## src/rtl/manager_pkg.sv

```systemverilog
// Shared types and address-map helpers for the manager loader.
package manager_pkg;

  typedef enum logic [2:0] {
    ST_IDLE,
    ST_LOAD_W,
    ST_LOAD_I,
    ST_START,
    ST_WAIT_DONE,
    ST_READ_O,
    ST_EMIT
  } loader_state_t;

  function automatic int unsigned addr_w_base();
    return 0;
  endfunction

  function automatic int unsigned addr_i_base(input int unsigned li, input int unsigned lm,
                                              input int unsigned lo);
    return li * lm + lm * lo;
  endfunction

  function automatic int unsigned addr_start(input int unsigned li, input int unsigned lm,
                                             input int unsigned lo);
    return addr_i_base(li, lm, lo) + li;
  endfunction

  function automatic int unsigned addr_o_base(input int unsigned li, input int unsigned lm,
                                              input int unsigned lo);
    return addr_start(li, lm, lo) + 1;
  endfunction

endpackage

```

## src/rtl/manager_bus_port.sv

```systemverilog
// Single-access bus engine: launches one read or write, holds it until bus_ready,
// then returns ack with a mandatory idle cycle before the next access.
module manager_bus_port #(
  parameter int unsigned WIDTH      = 4,
  parameter int unsigned WIDTH_W    = 9,
  parameter int unsigned WIDTH_ADDR = 4
) (
  input  logic                  clk,
  input  logic                  reset,
  input  logic                  req,
  input  logic                  rnw,
  input  logic                  abort,
  input  logic [WIDTH_ADDR-1:0] addr,
  input  logic [WIDTH_W-1:0]    wdata,
  output logic [WIDTH_W-1:0]    bus_wdata,
  output logic [WIDTH_ADDR-1:0] bus_addr,
  output logic                  bus_read,
  output logic                  bus_write,
  input  logic [WIDTH-1:0]      bus_rdata,
  input  logic                  bus_ready,
  output logic                  ack,
  output logic [WIDTH-1:0]      rdata_q
);

  logic active;
  assign active = bus_read | bus_write;

  // ack doubles as the idle-gap cycle: no new access may start while it is high
  always_ff @(posedge clk or negedge reset) begin
    if (!reset) begin
      bus_wdata <= '0;
      bus_addr  <= '0;
      bus_read  <= 1'b0;
      bus_write <= 1'b0;
      ack       <= 1'b0;
      rdata_q   <= '0;
    end else begin
      ack <= 1'b0;
      if (abort) begin
        bus_read  <= 1'b0;
        bus_write <= 1'b0;
      end else if (active) begin
        if (bus_ready) begin
          bus_read  <= 1'b0;
          bus_write <= 1'b0;
          ack       <= 1'b1;
          if (bus_read) rdata_q <= bus_rdata;
        end
      end else if (req && !ack) begin
        bus_addr  <= addr;
        bus_wdata <= rnw ? '0 : wdata;
        bus_read  <= rnw;
        bus_write <= !rnw;
      end
    end
  end

endmodule

```

## src/rtl/manager_loader.sv

```systemverilog
// Loads weights/inputs into `manager`, issues START, waits for down and streams results.
// Optional bus/compute timeout with sticky err: define MANAGER_LOADER_TIMEOUT_EN.
module manager_loader
  import manager_pkg::*;
#(
  parameter int unsigned WIDTH      = 4,
  parameter int unsigned WIDTH_W    = 9,
  parameter int unsigned LENGHT_I   = 2,
  parameter int unsigned LENGHT_MID = 2,
  parameter int unsigned LENGHT_O   = 2,
  parameter int unsigned N_W        = LENGHT_I * LENGHT_MID + LENGHT_MID * LENGHT_O,
  parameter int unsigned WIDTH_ADDR = $clog2(N_W + LENGHT_I + LENGHT_O + 3)
`ifdef MANAGER_LOADER_TIMEOUT_EN
  , parameter int unsigned TIMEOUT  = 255
`endif
) (
  input  logic                  clk,
  input  logic                  reset,
  input  logic                  start,
  input  logic                  s_valid,
  input  logic [WIDTH_W-1:0]    s_data,
  output logic                  s_ready,
  output logic [WIDTH_W-1:0]    bus_wdata,
  output logic [WIDTH_ADDR-1:0] bus_addr,
  output logic                  bus_read,
  output logic                  bus_write,
  input  logic [WIDTH-1:0]      bus_rdata,
  input  logic                  bus_ready,
  input  logic                  bus_down,
  output logic                  r_valid,
  output logic [WIDTH-1:0]      r_data,
  output logic                  r_last,
  input  logic                  r_ready,
  output logic                  busy,
  output logic                  done
`ifdef MANAGER_LOADER_TIMEOUT_EN
  , output logic                err
`endif
);

  localparam logic [WIDTH_ADDR-1:0] A_W    = WIDTH_ADDR'(addr_w_base());
  localparam logic [WIDTH_ADDR-1:0] A_I    = WIDTH_ADDR'(addr_i_base(LENGHT_I, LENGHT_MID, LENGHT_O));
  localparam logic [WIDTH_ADDR-1:0] A_S    = WIDTH_ADDR'(addr_start(LENGHT_I, LENGHT_MID, LENGHT_O));
  localparam logic [WIDTH_ADDR-1:0] A_O    = WIDTH_ADDR'(addr_o_base(LENGHT_I, LENGHT_MID, LENGHT_O));
  localparam logic [WIDTH_ADDR-1:0] LAST_W = WIDTH_ADDR'(N_W - 1);
  localparam logic [WIDTH_ADDR-1:0] LAST_I = WIDTH_ADDR'(LENGHT_I - 1);
  localparam logic [WIDTH_ADDR-1:0] LAST_O = WIDTH_ADDR'(LENGHT_O - 1);

  loader_state_t         state;
  logic [WIDTH_ADDR-1:0] idx;
  logic                  pending;
  logic                  req;
  logic                  rnw;
  logic [WIDTH_ADDR-1:0] addr;
  logic [WIDTH_W-1:0]    wdata;
  logic                  ack;
  logic [WIDTH-1:0]      rdata_q;
  logic                  abort;

  // Request/address selection for the bus engine
  always_comb begin
    req   = 1'b0;
    rnw   = 1'b0;
    addr  = '0;
    wdata = '0;
    case (state)
      ST_LOAD_W: begin
        req   = s_valid && s_ready;
        addr  = A_W + idx;
        wdata = s_data;
      end
      ST_LOAD_I: begin
        req   = s_valid && s_ready;
        addr  = A_I + idx;
        wdata = s_data;
      end
      ST_START: begin
        req   = !pending;
        addr  = A_S;
        wdata = WIDTH_W'(1);
      end
      ST_READ_O: begin
        req  = !pending;
        rnw  = 1'b1;
        addr = A_O + idx;
      end
      default: ;
    endcase
  end

  manager_bus_port #(
    .WIDTH     (WIDTH),
    .WIDTH_W   (WIDTH_W),
    .WIDTH_ADDR(WIDTH_ADDR)
  ) u_bus_port (
    .clk      (clk),
    .reset    (reset),
    .req      (req),
    .rnw      (rnw),
    .abort    (abort),
    .addr     (addr),
    .wdata    (wdata),
    .bus_wdata(bus_wdata),
    .bus_addr (bus_addr),
    .bus_read (bus_read),
    .bus_write(bus_write),
    .bus_rdata(bus_rdata),
    .bus_ready(bus_ready),
    .ack      (ack),
    .rdata_q  (rdata_q)
  );

`ifdef MANAGER_LOADER_TIMEOUT_EN
  localparam int unsigned TO_W = ($clog2(TIMEOUT + 1) > 8) ? $clog2(TIMEOUT + 1) : 8;

  logic [TO_W-1:0] to_cnt;
  logic            waiting;

  assign waiting = ((bus_read | bus_write) && !bus_ready) || (state == ST_WAIT_DONE && !bus_down);
  assign abort   = waiting && (to_cnt == TO_W'(TIMEOUT - 1));

  // Wait-cycle counter and sticky error flag
  always_ff @(posedge clk or negedge reset) begin
    if (!reset) begin
      to_cnt <= '0;
      err    <= 1'b0;
    end else begin
      if (state == ST_IDLE && start) err <= 1'b0;
      else if (abort)                err <= 1'b1;
      if (abort || !waiting) to_cnt <= '0;
      else                   to_cnt <= to_cnt + TO_W'(1);
    end
  end
`else
  assign abort = 1'b0;
`endif

  // Sequencer: load weights, load inputs, start, wait, read and emit results
  always_ff @(posedge clk or negedge reset) begin
    if (!reset) begin
      state   <= ST_IDLE;
      idx     <= '0;
      pending <= 1'b0;
      s_ready <= 1'b0;
      r_valid <= 1'b0;
      r_data  <= '0;
      r_last  <= 1'b0;
      busy    <= 1'b0;
      done    <= 1'b0;
    end else begin
      done <= 1'b0;
      if (abort) begin
        state   <= ST_IDLE;
        idx     <= '0;
        pending <= 1'b0;
        s_ready <= 1'b0;
        r_valid <= 1'b0;
        r_last  <= 1'b0;
        busy    <= 1'b0;
        done    <= 1'b1;
      end else begin
        case (state)
          ST_IDLE: begin
            if (start) begin
              state   <= ST_LOAD_W;
              busy    <= 1'b1;
              idx     <= '0;
              s_ready <= 1'b1;
            end
          end
          ST_LOAD_W: begin
            if (req) begin
              pending <= 1'b1;
              s_ready <= 1'b0;
            end else if (ack) begin
              pending <= 1'b0;
              s_ready <= 1'b1;
              if (idx == LAST_W) begin
                state <= ST_LOAD_I;
                idx   <= '0;
              end else begin
                idx <= idx + WIDTH_ADDR'(1);
              end
            end
          end
          ST_LOAD_I: begin
            if (req) begin
              pending <= 1'b1;
              s_ready <= 1'b0;
            end else if (ack) begin
              pending <= 1'b0;
              if (idx == LAST_I) begin
                state <= ST_START;
                idx   <= '0;
              end else begin
                s_ready <= 1'b1;
                idx     <= idx + WIDTH_ADDR'(1);
              end
            end
          end
          ST_START: begin
            if (req) begin
              pending <= 1'b1;
            end else if (ack) begin
              pending <= 1'b0;
              state   <= ST_WAIT_DONE;
            end
          end
          ST_WAIT_DONE: begin
            if (bus_down) begin
              state <= ST_READ_O;
              idx   <= '0;
            end
          end
          ST_READ_O: begin
            if (req) begin
              pending <= 1'b1;
            end else if (ack) begin
              pending <= 1'b0;
              state   <= ST_EMIT;
              r_valid <= 1'b1;
              r_data  <= rdata_q;
              r_last  <= (idx == LAST_O);
            end
          end
          ST_EMIT: begin
            if (r_ready) begin
              r_valid <= 1'b0;
              r_last  <= 1'b0;
              if (idx == LAST_O) begin
                state <= ST_IDLE;
                busy  <= 1'b0;
                done  <= 1'b1;
              end else begin
                idx   <= idx + WIDTH_ADDR'(1);
                state <= ST_READ_O;
              end
            end
          end
          default: state <= ST_IDLE;
        endcase
      end
    end
  end

endmodule
```

## config.mk

```make
export PLATFORM = sky130hd
export DESIGN_NAME = manager_loader
export DESIGN_NICKNAME = d
export VERILOG_FILES = /design/src/rtl/manager_pkg.sv /design/src/rtl/manager_bus_port.sv /design/src/rtl/manager_loader.sv
export SDC_FILE = /design/constraint.sdc
export NUM_CORES = 1
export LEC_CHECK = 0
export CAP_MARGIN = 20
export CORE_UTILIZATION = 30
export DETAILED_ROUTE_END_ITERATION = 10
export MAX_ROUTING_LAYER = met4
export PLACE_DENSITY_LB_ADDON = 0.05
export RECOVER_POWER = 100
export SLEW_MARGIN = 5
export SYNTH_ARGS = -nofsm -noshare
export SYNTH_HDL_FRONTEND = slang
export SYNTH_SLANG_ARGS = --single-unit
export TNS_END_PERCENT = 1
```

## constraint.sdc

```tcl
create_clock -name clk -period 5.1 [get_ports clk]
set_input_delay 1.275 -clock clk [delete_from_list [all_inputs] [get_ports clk]]
set_output_delay 1.275 -clock clk [all_outputs]
set_load 0.02 [all_outputs]
```

==> results of run 1 <==
## through the flow
step | hold slack, ns | total power, mW
after global placement | 0.465 | 1.37
final | 0.481 | 1.51
after detailed placement | 0.473 | 1.37
after floorplan | 0.474 | 1.10
after global routing | 0.516 | 1.63
after CTS | 0.494 | 1.59
## worst register-to-register path, delay by kind of cell, from the launching register on
| kind | cells | cell delay, ns |
|---|---|---|
| flops | 1 | 0.69 |
| mux | 1 | 0.45 |
| compound gates | 2 | 0.45 |
| simple gates | 2 | 1.27 |
## state kept, by name (all words and copies together), names as in the netlist
signal and cells:
pending 1, busy 1, idx 4, u_bus_port.bus_addr 4, s_ready 1, u_bus_port.rdata_q 4, r_valid 1, u_bus_port.bus_read 1
state 3, u_bus_port.bus_write 1, done 1, u_bus_port.bus_wdata 9, r_data 4, r_last 1, u_bus_port.ack 1
## power groups by stage
| stage | registers [mW] | logic [mW] | clock network, mW |
|---|---|---|---|
| after floorplan | 0.564 | 0.534 | 0 |
| after global placement | 0.524 | 0.851 | 0 |
| after detailed placement | 0.518 | 0.849 | 0 |
| after CTS | 0.517 | 0.853 | 0.226 |
| after global routing | 0.533 | 0.861 | 0.233 |
| final | 0.512 | 0.780 | 0.217 |
## synth_stat cells (3+ instances only)
library cell	n
nand2b_1	4
ha_1	3
mux2_2	8
nand3_1	4
dfrtp_1	37
o21ai_0	18
inv_1	17
buf_6	3
mux2i_1	11
mux2_4	5
o22ai_1	5
a21oi_1	8
nand2_1	27
clkbuf_1	4
nor2_1	10
## path summary, 6_finish.rpt
check,to,slack (ns),cells past startpoint
hold reg to reg,r_valid$_DFFE_PN0P_,0.48,1
min in group asynchronous,busy$_DFFE_PN0P_,1.57,1
max in group asynchronous,s_ready$_DFFE_PN0P_,2.32,1
setup reg to reg,u_bus_port.bus_addr[1]$_DFFE_PN0P_,2.13,5
setup / recovery,u_bus_port.bus_addr[1]$_DFFE_PN0P_,1.55,6
hold / removal,r_valid$_DFFE_PN0P_,0.48,1
## final cells by class
cell class / instances / area [sq um]
clock buffer: 6 / 82.6
clock inverter: 1 / 7.51
fill: 705 / 4150
inverter: 18 / 67.6
multi-input combinational: 146 / 985
sequential: 37 / 926
tap: 80 / 100
timing repair buffer: 45 / 439
## logic make-up (layout without fill, tap and decap cells)
| logic type | Yosys count | after routing | share of synthesized area |
|---|---|---|---|
| AO/OA/AOI/OAI | 49 | 49 | 0.147 |
| XOR/XNOR | 1 | 1 | 0.00419 |
| adder cells (fa/ha/maj) | 4 | 4 | 0.0227 |
| buffers and inverters | 29 | 70 | 0.0688 |
| flip-flops | 37 | 37 | 0.443 |
| multiplexers | 25 | 25 | 0.137 |
| AND/OR/NAND/NOR | 67 | 67 | 0.177 |
## metal layers
metal | vias to the layer above | track usage
li1 | 828 | -
met1 | 786 | 0.223
met2 | 51 | 0.206
met3 | 4 | 0.0272
met4 | 0 | 0.0455
met5 | - | -
==> results.json, run 1 <==
{
  "report.final.hold_viol_count": 0,
  "cts.sink_count": 37,
  "synth_async_sr_flop_share": 1.00,
  "vdd.ir_drop.worst_mv": 0.202,
  "gp_congestion": 0.795,
  "cp-startpoint": "s_valid",
  "r2r_path_start": "state[1]$_DFFE_PN0P_",
  "nets": 276,
  "max_clock_freq_mhz": 282,
  "drc": 0,
  "worst_slew_pin_slew_ns": 2.08,
  "crit_path_max_fanout": 15,
  "synth-edff-count": 0,
  "wl_met2_microns": 2190,
  "start_util": 0.309,
  "yosys_most_used_dff": "dfrtp_1",
  "holdBufCountCts": 0,
  "required_arrival_time_at_the_worst_endpoint_ns": 5.27,
  "syn-instance-count": 212,
  "grt_first_pass_wirelength_microns": 8290,
  "synthesis.area_per_instance_sq_um": 9.86,
  "area_growth_pct": 24.7,
  "hpwl_microns": 3370,
  "final_min_period_over_clock_period": 0.696,
  "placed_cell_area_sq_mm": 0.00255,
  "die-width_microns": 85.5,
  "synth_area_leaders": "dfrtp_1 44%, mux2i_1 5.3%, nand2_1 4.8%",
  "vias_per_cell": 5.01,
  "io_pins": 44,
  "synth-warning-count": 0,
  "cts-buffers-inserted": 5,
  "layout_common_cells": "37 x dfrtp_1, 28 x dlygate4sd3_1, 27 x nand2_1, 18 x o21ai_0, 17 x inv_1",
  "finish.utilization": 0.386,
  "drt_pass1_iterations": 4,
  "crit_slowest_cell": "or4_1",
  "cap_viol_max_count": 1,
  "amount_of_wire_on_met3_after_detailed_routing_microns": 205,
  "switching_power_mw": 0.666,
  "cts_htree_levels": 2,
  "grt-ovfl-total": 0,
  "critical_path.cell_chain": "dlygate4sd3_1 > nand3_2 > o32a_1 > o21a_1 > or4_1 > mux2_1",
  "ys_seq_area_frac": 0.443,
  "cts.clk_slew.worst_paths_ns": 0.07,
  "yosysTopAreaCell": "dfrtp_1",
  "outcome": "complete, but fails checks",
  "unrepaired_setup_endpoints_after_global_routing": "false",
  "clock_tree_from_tritoncts": "yes",
  "setup_viol": 0,
  "worst-endpoint-arrival_ns": 3.72,
  "maximum_number_of_pins_on_one_net_before_global_route_repair": 38,
  "power.share.combinational": 0.517,
  "metal_1_wl_microns": 2590,
  "power.internal_mw": 0.843,
  "cp_endpoint_kind": "flip-flop",
  "final_area_sq_mm": 0.00261,
  "cts.repair.resized": 0,
  "instances_no_fill": 333,
  "post_route_setup_tns_ns": 0,
  "layout-drive-gt1-share": 0.0909,
  "detailedPlace.worstSlack_ns": 1.64,
  "max_slew_margin": -0.389,
  "synth_top_area_frac": 0.443,
  "ant_nets": 0,
  "antenna_cells": 0,
  "power_frac_clock": 0.144,
  "dieHeight_microns": 85.5,
  "ctsLongestPathBuffers": 2,
  "clock_skew_ns": 0.0121,
  "min-delay-start": "r_valid$_DFFE_PN0P_",
  "die_outline_area_sq_mm": 0.00731,
  "totalWireLength_microns": 5030,
  "finalWorstPathRequiredPeriod_ns": 3.55,
  "synth.ff_latch_count": 37,
  "final_critical_path_setup_slack_ns": 1.55,
  "worst_setup_path_start_kind": "primary input",
  "sequentialPowerShare": 0.339,
  "post_drt_wl_per_cell_microns": 15.1,
  "drv_slew": 38,
  "failed_checks": "capacitance limit, slew limit",
  "leakagePower_nw": 1.19,
  "std_cell_rows": 30,
  "clock_insertion_delay_worst_skew_ns": 0.29,
  "post_synth_instance_area_sq_mm": 0.00209,
  "grt_antenna_before_repair": 0,
  "number_of_global_route_vias_before_repair": 1564,
  "hold_path.class": "flip-flop to flip-flop",
  "power_density_mw_per_mm2": 579,
  "gr-usage-all-layers": 0.150,
  "drt_initial_violations": 97,
  "dpl.cell_count": 326,
  "worst-path-buf-inv": 1,
  "critical-path-max-stage-delay_ns": 0.78,
  "post-cts-setup-buffers": 0,
  "design.core.area_sq_mm": 0.00676,
  "port_buffers": 43,
  "routed.top_layer": "met4",
  "final_common_cell": "dfrtp_1",
  "setup.worst_path.class": "primary input to flip-flop",
  "dominant_delay_contributor_by_cell_family_on_the_critical_path": "simple AND/OR/NAND/NOR gates",
  "p_sw_frac": 0.441,
  "synth.net_count": 235,
  "routed_vias": 1669,
  "cts_root_buf": "clkbuf_8",
  "ys_types": 53
}
Power figures use the tool's default switching activity.
==> inputs of run 2 (changes only) <==
clock period = 3.5 ns   (was 5.1 ns; I/O delays follow)
==> run 2 against run 1 <==
Against the previous run: register-to-register slack got worse by 1.3 ns; the flow still finishes with violations (capacitance limit, slew limit); flip-flop and latch count did not move; global-route usage grew 0.32 points; largest cell class unchanged; highest routed layer unchanged; clock skew fell by 0.0075 ns; via count is 2.5% higher.
==> results.json, run 2 (synthesis results as in run 1) <==
{
  "dpl.cell_count": 328,
  "gr-usage-all-layers": 0.153,
  "vdd.ir_drop.worst_mv": 0.279,
  "post_route_setup_tns_ns": 0,
  "start_util": 0.309,
  "min_to": "r_valid$_DFFE_PN0P_",
  "drc": 0,
  "cap_viol_max_count": 1,
  "timing.rr.end": "u_bus_port.bus_addr[2]$_DFFE_PN0P_",
  "layout_common_cells": "37 x dfrtp_1, 27 x nand2_1, 27 x dlygate4sd3_1, 18 x o21ai_0, 17 x inv_1",
  "max_clock_freq_mhz": 350,
  "post_drt_wl_per_cell_microns": 15.0,
  "power.internal_mw": 1.37,
  "layout-drive-gt1-share": 0.105,
  "multiInputGateArea_sq_um": 988,
  "dieHeight_microns": 85.5,
  "ant_nets": 0,
  "hpwl_microns": 3440,
  "maximum_number_of_pins_on_one_net_before_global_route_repair": 38,
  "filler_cell_count": 694,
  "cts_htree_levels": 2,
  "failed_checks": "capacitance limit, slew limit",
  "grt_antenna_before_repair": 0,
  "io_pins": 44,
  "instances_no_fill": 336,
  "r2r_path_start": "state[0]$_DFFE_PN0P_",
  "p_sw_frac": 0.417,
  "min-delay-start": "r_valid$_DFFE_PN0P_",
  "post-layout-total-power_mw": 2.36,
  "port_buffers": 43,
  "required_arrival_time_at_the_worst_endpoint_ns": 3.67,
  "leakagePower_nw": 1.23,
  "placed_cell_area_sq_mm": 0.00257,
  "crit_path_max_fanout": 15,
  "final-seq-area_sq_um": 926,
  "power_density_mw_per_mm2": 882,
  "largest_register": "u_bus_port.bus_wdata",
  "cts-buffers-inserted": 5,
  "clock_insertion_delay_worst_skew_ns": 0.29,
  "drt_initial_violations": 174,
  "outcome": "complete, but fails checks",
  "drv_slew": 38,
  "std_cell_rows": 30,
  "holdBufCountCts": 0,
  "grt-ovfl-total": 0,
  "holdWs_ns": 0.482,
  "max_slew_margin": -0.385,
  "grt_first_pass_wirelength_microns": 8490,
  "report.final.hold_viol_count": 0,
  "antenna_cells": 0,
  "largest_register_ffs": 9,
  "ctsLongestPathBuffers": 2,
  "clock_tree_from_tritoncts": "yes",
  "drt_pass1_iterations": 4,
  "post-cts-setup-buffers": 0,
  "die-width_microns": 85.5,
  "vias_per_cell": 5.09,
  "unrepaired_setup_endpoints_after_global_routing": "false",
  "power_frac_clock": 0.190,
  "finalWorstPathRequiredPeriod_ns": 2.86,
  "area_growth_pct": 27.7,
  "worst_slew_pin_slew_ns": 2.08,
  "cts.clk_slew.worst_paths_ns": 0.08,
  "cp_endpoint_kind": "flip-flop",
  "final_min_period_over_clock_period": 0.816,
  "power.share.combinational": 0.479,
  "worst-endpoint-arrival_ns": 3.03,
  "setup.worst_path.class": "primary input to flip-flop",
  "cts_root_buf": "clkbuf_8",
  "setup_viol": 0,
  "die_outline_area_sq_mm": 0.00731,
  "worst_setup_path_start_kind": "primary input",
  "final_area_sq_mm": 0.00267,
  "design.core.area_sq_mm": 0.00676,
  "cts.repair.resized": 0,
  "rrSetupSlack_ns": 0.81,
  "number_of_global_route_vias_before_repair": 1627,
  "routed_vias": 1710,
  "cts.sink_count": 37,
  "sequentialPowerShare": 0.331,
  "clock_skew_ns": 0.00459,
  "final_common_cell": "dfrtp_1",
  "hold_path_depth": 1,
  "switching_power_mw": 0.983,
  "gp_congestion": 0.771,
  "worstRegToRegCells": 5,
  "nets": 278,
  "totalWireLength_microns": 5050,
  "hold_path.class": "flip-flop to flip-flop"
}
## run 2: critical path, stage by stage
cell	delay [ns]
dlygate4sd3_1	0.61
nand3_2	0.08
o32a_1	0.32
o21a_1	0.18
or4_4	0.59
mux2_1	0.36
## run 2: cell type report
type / instances / share of cell area
clock inverters: 3 / 0.0244
multi-input cells: 146 / 0.370
flip-flops and latches: 37 / 0.347
inverters: 18 / 0.0253
clock buffers: 5 / 0.0258
well taps: 80 / 0.0375
repair buffers: 47 / 0.170
## run 2: stage by stage
step | worst slack, ns | utilization
finish | 0.644 | 0.395
global route | 0.563 | 0.395
CTS | 0.739 | 0.400
detailed placement | 0.445 | 0.380
global placement | 0.473 | 0.380
floorplan | 1.16 | -
## run 2: routing by layer
metal / GRT usage / part of all wire / wire length [microns]
met4: 0.0364 / 0.0050 / 25
met5: - / 0 / 0
met3: 0.0292 / 0.036 / 183
met2: 0.227 / 0.47 / 2380
met1: 0.216 / 0.49 / 2460
## run 2: worst max-delay path by stage
stage / start / end / slack (ns)
global placement: s_valid / u_bus_port.bus_addr[0]$_DFFE_PN0P_ / 0.47
global route: s_valid / u_bus_port.bus_addr[1]$_DFFE_PN0P_ / 0.56
floorplan: s_valid / u_bus_port.bus_addr[0]$_DFFE_PN0P_ / 1.16
detailed placement: s_valid / u_bus_port.bus_addr[0]$_DFFE_PN0P_ / 0.45
finish: s_valid / u_bus_port.bus_addr[2]$_DFFE_PN0P_ / 0.64
CTS: s_valid / u_bus_port.bus_addr[3]$_DFFE_PN0P_ / 0.74
## run 2: power by group through the flow
stage                     Combinational [mW]  Clock [mW]  Sequential, mW
after floorplan                        0.778           0           0.821
after global routing                    1.25       0.478           0.813
after CTS                               1.22       0.458           0.792
after detailed placement                1.21           0           0.794
after global placement                  1.22           0           0.802
final                                   1.13       0.448           0.780
